## src/rtl/fetch_sequencer.sv

```systemverilog
// Program-counter sequencer: drives the instruction memory address and
// hands downstream a registered {instruction, pc} pair with a valid flag.
module fetch_sequencer #(
    parameter int unsigned MEM_DEPTH = 256,
    parameter logic [31:0] RESET_PC  = 32'd0
) (
    input  logic        clock,
    input  logic        reset,
    input  logic        start,
    input  logic        stall,
    input  logic        redirect_valid,
    input  logic [31:0] redirect_target,
    output logic [31:0] AddressBus,
    input  logic [31:0] InstructionIn,
    output logic        fetch_valid,
    output logic [31:0] fetch_instr,
    output logic [31:0] fetch_pc,
    output logic        halted,
    output logic        fault
);

    typedef enum logic [1:0] {
        S_IDLE,
        S_FETCH,
        S_HALT,
        S_FAULT
    } state_t;

    state_t      r_state;
    logic [31:0] r_pc;
    logic        r_valid;
    logic [31:0] r_instr;
    logic [31:0] r_fpc;
    logic        r_halted;
    logic        r_fault;

    state_t      w_state;
    logic [31:0] w_pc;
    logic        w_valid;
    logic [31:0] w_instr;
    logic [31:0] w_fpc;
    logic        w_stop;
    logic        w_is_j;
    logic [31:0] w_imm;
    logic        w_oob;

    assign w_stop = InstructionIn[0];
    assign w_is_j = (InstructionIn[2:1] == 2'b10);
    assign w_imm  = {{8{InstructionIn[26]}}, InstructionIn[26:3]};
    assign w_oob  = (r_pc >= MEM_DEPTH);

    always_comb begin
        w_state = r_state;
        w_pc    = r_pc;
        w_valid = r_valid;
        w_instr = r_instr;
        w_fpc   = r_fpc;
        unique case (r_state)
            S_IDLE: begin
                if (start) begin
                    w_pc    = RESET_PC;
                    w_state = S_FETCH;
                end
            end
            S_FETCH: begin
                if (start) begin
                    w_pc    = RESET_PC;
                    w_valid = 1'b0;
                end else if (redirect_valid) begin
                    w_pc    = redirect_target;
                    w_valid = 1'b0;
                end else if (w_oob) begin
                    w_valid = 1'b0;
                    w_state = S_FAULT;
                end else if (!stall) begin
                    w_instr = InstructionIn;
                    w_fpc   = r_pc;
                    w_valid = 1'b1;
                    // Stop word is delivered but PC parks on it
                    if (w_stop)
                        w_state = S_HALT;
                    else if (w_is_j)
                        w_pc = r_pc + w_imm;
                    else
                        w_pc = r_pc + 32'd1;
                end
            end
            S_HALT, S_FAULT: begin
                if (start) begin
                    w_pc    = RESET_PC;
                    w_valid = 1'b0;
                    w_state = S_FETCH;
                end else if (!stall) begin
                    w_valid = 1'b0;
                end
            end
            default: w_state = S_IDLE;
        endcase
    end

    always_ff @(posedge clock or negedge reset) begin
        if (!reset) begin
            r_state  <= S_IDLE;
            r_pc     <= RESET_PC;
            r_valid  <= 1'b0;
            r_instr  <= 32'd0;
            r_fpc    <= 32'd0;
            r_halted <= 1'b0;
            r_fault  <= 1'b0;
        end else begin
            r_state  <= w_state;
            r_pc     <= w_pc;
            r_valid  <= w_valid;
            r_instr  <= w_instr;
            r_fpc    <= w_fpc;
            r_halted <= (w_state == S_HALT);
            r_fault  <= (w_state == S_FAULT);
        end
    end

    assign AddressBus  = r_pc;
    assign fetch_valid = r_valid;
    assign fetch_instr = r_instr;
    assign fetch_pc    = r_fpc;
    assign halted      = r_halted;
    assign fault       = r_fault;

endmodule

```

## config.mk

```make
export PLATFORM = sky130hd
export DESIGN_NAME = fetch_sequencer
export DESIGN_NICKNAME = d
export VERILOG_FILES = /design/src/rtl/fetch_sequencer.sv
export SDC_FILE = /design/constraint.sdc
export NUM_CORES = 1
export LEC_CHECK = 0
export BUFFER_PORTS_ARGS = -buffer_cell sky130_fd_sc_hd__buf_2
export CAP_MARGIN = 25
export CORE_ASPECT_RATIO = 1.2
export CORE_MARGIN = 2
export CORE_UTILIZATION = 50
export DETAILED_ROUTE_END_ITERATION = 8
export PLACE_DENSITY = 0.89
export SKIP_LAST_GASP = 1
export SYNTH_ARGS = -nofsm -noshare
export SYNTH_HDL_FRONTEND = slang
export SYNTH_SLANG_ARGS = --single-unit
```

## constraint.sdc

```tcl
create_clock -name clock -period 3.1 [get_ports clock]
set_input_delay 0.465 -clock clock [delete_from_list [all_inputs] [get_ports clock]]
set_output_delay 0.465 -clock clock [all_outputs]
set_load 0.05 [all_outputs]
```

==> results of run 1 <==
[synthesized netlist by cell type (all sizes together) (7+ instances only)]
cell type,number
a21o,13
nand2b,8
o21ai,45
buf,8
dfrtp,101
nor2,26
ha,23
nor2b,32
a21oi,35
xor2,9
mux2,41
nor3,9
nand2,39
and2,24
inv,9
xnor2,7
clkbuf,17
nand3,8
[per-layer routing]
layer / part of all wire / routed length [um]
met2: 0.50 / 8020
met1: 0.41 / 6660
met5: 0 / 0
met3: 0.062 / 999
met4: 0.032 / 517
[state kept, by name (all words and copies together) (netlist names)]
register and cells:
fetch_instr 32, fetch_valid 1, AddressBus 32, fetch_pc 32, fault 1, r_state 2, halted 1
[worst max path at each step]
stage,endpoint,slack (ns)
2_1_floorplan,AddressBus[27],0.02
3_3_place_gp,AddressBus[25],-0.15
3_5_place_dp,AddressBus[26],-0.32
4_1_cts,AddressBus[26],0.007
5_1_grt,AddressBus[27],0.01
6_report,AddressBus[27],0.08
[metrics by stage]
stage / TNS [ns] / total power, mW / instances / util / hold slack [ns]
2_1_floorplan: 0 / 2.66 / 544 / - / 0.169
3_3_place_gp: -1.41 / 3.06 / 861 / 0.623 / 0.461
3_5_place_dp: -3.94 / 3.11 / 861 / 0.623 / 0.469
4_1_cts: 0 / 4.40 / 877 / 0.654 / 0.116
5_1_grt: 0 / 4.55 / 877 / 0.655 / 0.138
6_report: 0 / 4.38 / 877 / 0.655 / 0.0975
[worst max-delay path: cells and delay by family]
family                     cells  cell delay (ns)
buffers and inverters          2             0.27
adders and majority gates      1             0.36
AOI/OAI and AO/OA              6             1.28
and+or+nand+nor                3             0.51
muxes                          1             0.36
[cell families after synthesis]
| kind of cell | Yosys count | synth area share |
|---|---|---|
| AO/OA/AOI/OAI | 146 | 0.171 |
| XOR/XNOR | 16 | 0.0253 |
| adder cells (fa/ha/maj) | 24 | 0.0555 |
| buffers and inverters | 34 | 0.0244 |
| flip-flops | 101 | 0.456 |
| multiplexers | 44 | 0.0887 |
| AND/OR/NAND/NOR | 179 | 0.179 |
[power breakdown]
group          total, mW  internal [mW]  switching [mW]
registers           1.62           1.51           0.116
clock network       1.29          0.793           0.495
logic               1.47          0.396            1.07
[area by class of cell]
type                       instances  share of cell area
clock buffer                      11              0.0325
tap                              132              0.0231
sequential                       101               0.353
clock inverter                     5              0.0148
timing repair buffer             210               0.167
multi-input combinational        409               0.405
inverter                           9             0.00472
==> results.toml, run 1 <==
[outcome]
status = "finished, final reports clean"

[global_route]
met2_usage = 0.464
grt_max_degree = 64
gr-usage-all-layers = 0.274
antenna_found_initial = 0
met3_usage = 0.0411
met1_usage = 0.353
overflow = 0
grt_pass1_vias = 5129
grt_pass1_wl_mm = 25.9
busiest_layer = "met2"

[cells_and_area]
final_area_um2 = 7160
multi_input_area_um2 = 2900
n_fill_cell = 857
diodes = 0
layout_common_cells = "buf_2, dfrtp_1, mux2_1, buf_4, nand2_1"
final_common_cell = "buf_2"
register_area_um2 = 2530
syn_to_final_growth_pct = 29.2
final_nets = 833
drive_above_1_share = 0.321

[die]
fp.coreArea_um2 = 10900
die_h_um = 119
die_w_um = 100
io_pins = 168
initial_core_util = 0.507
row_count = 42
die_area_um2 = 11900

[placed_design]
port_buffers = 167
dp_hpwl_mm = 12.0
placed_area_um2 = 6810
place_ws_ns = -0.322
place.gp.congestion = 0.921

[flow_run]
cap_violations = 0

[worst_setup_path]
worst_ep_arrival_time_ns = 3.25
r2r_start = "AddressBus[3]"
start_kind = "primary input"
worst_r2r_path_depth = 9
worstReg2RegEnd = "AddressBus[27]"
cp_slowest_stage_delay_ns = 0.36
cp-startpoint = "InstructionIn[2]"
worstSetupPathType = "in2reg"
path_cells = "buf_2 > nor2b_2 > buf_4 > and2_1 > ha_1 > a21o_1 > a311o_1 > nor3b_2 > o21ai_1 > a21boi_1 > o2111ai_1 > mux2_1 > a2bb2oi_1"
worst-path-max-fanout = 6
slowest_stage = "ha_1"
critPathRequiredTime_ns = 3.33
end_kind = "flip-flop"
reg2reg_slack_ns = 0.34

[clocking]
clk_path_buf_depth = 2
cts_tree = "built"
clock_latency_ns = 0.35
cts_resized = 0
clkSinkCount = 101
clk_pin_slew_ns = 0.07
cts_buffers = 9
root_buffer = "clkbuf_16"
htree_levels = 3
post_cts_buffers = 0
ctsHoldBuffers = 0

[synthesis]
async_flop_share = 1.00
syn_area_um2 = 5540
yosys-top-cells-area = "dfrtp_1, mux2_1, ha_1, nor2b_1, a21oi_1"
ys_ff_latch = 101
synth_fp_nets = 637
synth_edf_count = 0
yosysUniqueCellTypes = 63
synth_top_area_frac = 0.456
synth_top_cell_by_area = "dfrtp_1"
synth_warnings = 0
synth-seq-area-share = 0.456
synth_ff_type = "dfrtp_1"
synthCells = 544
syn_avg_cell_area_um2 = 10.2

[pwr]
p_leak_nw = 3.92
ir_worst_vdd_mv = 0.356
power_density_nw_per_um2 = 611

[routing]
ant_nets = 0
wire_per_inst_um = 18.5
remaining_drc_errors = 0
viasPerCell = 5.88
num_vias = 5155
drtIter0Drc = 231
firstDrtPassIters = 6
finalWirelength_mm = 16.2

[timing]
worst_pin_slew_ns = 0.765
fin_skew_ns = 0.00973
worst_slack_ns = 0.0781
rsz0062_at_grt = "false"
final-max-slew-violation-count = 0
finalHoldViolCount = 0
clock.fmax_mhz = 331
finalCritPeriodShare = 0.975
setup_viol = 0
min_period_ns = 3.02
slew_headroom = 0.488

[hold_path]
hold_class = "in2async"
(Power assumes the default switching activity.)
==> run 2, diff against run 1 <==
--- a/config.mk
+++ b/config.mk
@@ -11,7 +11,7 @@
 export CORE_MARGIN = 2
 export CORE_UTILIZATION = 50
 export DETAILED_ROUTE_END_ITERATION = 8
-export PLACE_DENSITY = 0.89
+export PLACE_DENSITY = 0.88
 export SKIP_LAST_GASP = 1
 export SYNTH_ARGS = -nofsm -noshare
 export SYNTH_HDL_FRONTEND = slang
==> results.toml, run 2 (synthesis results as in run 1) <==
[global_route]
grt_max_degree = 57
gr-usage-all-layers = 0.267
grt_pass1_vias = 5111
antenna_found_initial = 0
overflow = 0
grt_pass1_wl_mm = 25.0

[placed_design]
port_buffers = 167
placed_area_um2 = 6840
place.gp.congestion = 0.918
dp.cells = 867
dp_hpwl_mm = 11.8
place_ws_ns = -0.278

[clocking]
htree_levels = 3
clkSinkCount = 101
cts_tree = "built"
clk_pin_slew_ns = 0.06
clk_path_buf_depth = 2
root_buffer = "clkbuf_16"
cts_buffers = 9
ctsHoldBuffers = 0
clock_latency_ns = 0.35

[worst_setup_path]
crit_buf_inv = 3
path_common_cell = "buf_4"
end_kind = "flip-flop"
reg2reg_slack_ns = 0.35
critPathRequiredTime_ns = 3.31
crit_family = "compound AO/OA/AOI/OAI gates"
cp-startpoint = "InstructionIn[1]"
slowest_stage = "fa_1"
worst_ep_arrival_time_ns = 3.09
worst_r2r_path_depth = 11
path_cells = "buf_2 > nor2b_1 > buf_4 > nand2b_1 > ha_1 > fa_1 > a211oi_2 > o21bai_1 > o21ai_1 > a21oi_2 > o211ai_1 > buf_4 > a21oi_1 > a211oi_1 > o22ai_1"
worst-path-max-fanout = 6
cp_slowest_stage_delay_ns = 0.41
worst-path-stages = 15
r2r_start = "AddressBus[0]"
start_kind = "primary input"
worstSetupPathType = "in2reg"

[cells_and_area]
layout_common_cells = "buf_2, dfrtp_1, buf_4"
final_nets = 840
register_area_um2 = 2530
syn_to_final_growth_pct = 29.4
final_common_cell = "buf_2"
multi_input_area_um2 = 2900
diodes = 0
fin_cells = 884
drive_above_1_share = 0.327
n_fill_cell = 865
final_area_um2 = 7170

[pwr]
ir_worst_vdd_mv = 0.362
power_density_nw_per_um2 = 595
p_leak_nw = 3.94

[timing]
worst_pin_slew_ns = 0.814
finalHoldViolCount = 0
final-max-slew-violation-count = 0
setup_viol = 0
rsz0062_at_grt = "false"
min_period_ns = 2.88
finalCritPeriodShare = 0.930
fin_skew_ns = 0.0126
worst_slack_ns = 0.218
slew_headroom = 0.457
clock.fmax_mhz = 347

[routing]
viasPerCell = 5.70
remaining_drc_errors = 0
finalWirelength_mm = 15.7
num_vias = 5036
drtIter0Drc = 275
firstDrtPassIters = 7
ant_nets = 0
wire_per_inst_um = 17.7

[outcome]
status = "finished, final reports clean"

[die]
die_area_um2 = 11900
die_w_um = 100
fp.coreArea_um2 = 10900
die_h_um = 119
initial_core_util = 0.507
io_pins = 168
row_count = 42

[flow_run]
cap_violations = 0

[hold_path]
hold_class = "in2async"
run 2: worst register-to-register path, stage by stage, from the launching register on:
cell      delay, ns
dfrtp_1        0.42
ha_1           0.24
fa_1           0.41
a211oi_2       0.26
o21bai_1       0.13
o21ai_1        0.22
a21oi_2        0.14
o211ai_1       0.20
buf_4          0.16
a21oi_1        0.06
a211oi_1       0.26
o22ai_1        0.13
run 2: final cells by class:
cell class / instances / share of cell area
multi-input cells: 409 / 0.404
repair buffers: 217 / 0.173
clock buffers: 12 / 0.0358
well taps: 132 / 0.0230
inverters: 9 / 0.00471
flip-flops and latches: 101 / 0.352
clock inverters: 4 / 0.00767
run 2: timing repair:
action / 4_1_cts / 5_1_grt
hold endpoints to repair: 0 / 0
setup buffers: 0 / 1
gates resized for setup: 0 / 3
setup endpoints to repair: 0 / 5
run 2: per-stage QoR:
stage | hold WS, ns | total power, mW | TNS [ns] | utilization
floorplan | 0.169 | 2.66 | 0 | -
global placement | 0.462 | 3.07 | -0.992 | 0.626
detailed placement | 0.470 | 3.12 | -1.37 | 0.626
CTS | 0.177 | 4.29 | 0 | 0.654
global route | 0.226 | 4.43 | 0 | 0.656
finish | 0.162 | 4.27 | 0 | 0.656
run 2: path summary, 6_finish.rpt:
path	endpoint
worst max-delay path	AddressBus[26]
worst min-delay path	fetch_pc[18]
worst max register to register	AddressBus[26]
worst min register to register	fetch_instr[22]
max in group asynchronous	fetch_pc[19]
min in group clock	fetch_instr[31]
run 2: power breakdown:
part	internal (mW)	switching [mW]	total, mW
registers	1.51	0.116	1.62
logic	0.403	1.06	1.47
clock network	0.677	0.504	1.18
run 2: layer usage:
layer,track usage,up-vias,part of all wire
met5,0,-,0
met4,0.103,0,0.027
met3,0.0364,30,0.046
met2,0.464,182,0.50
met1,0.336,2441,0.42
li1,-,2383,-
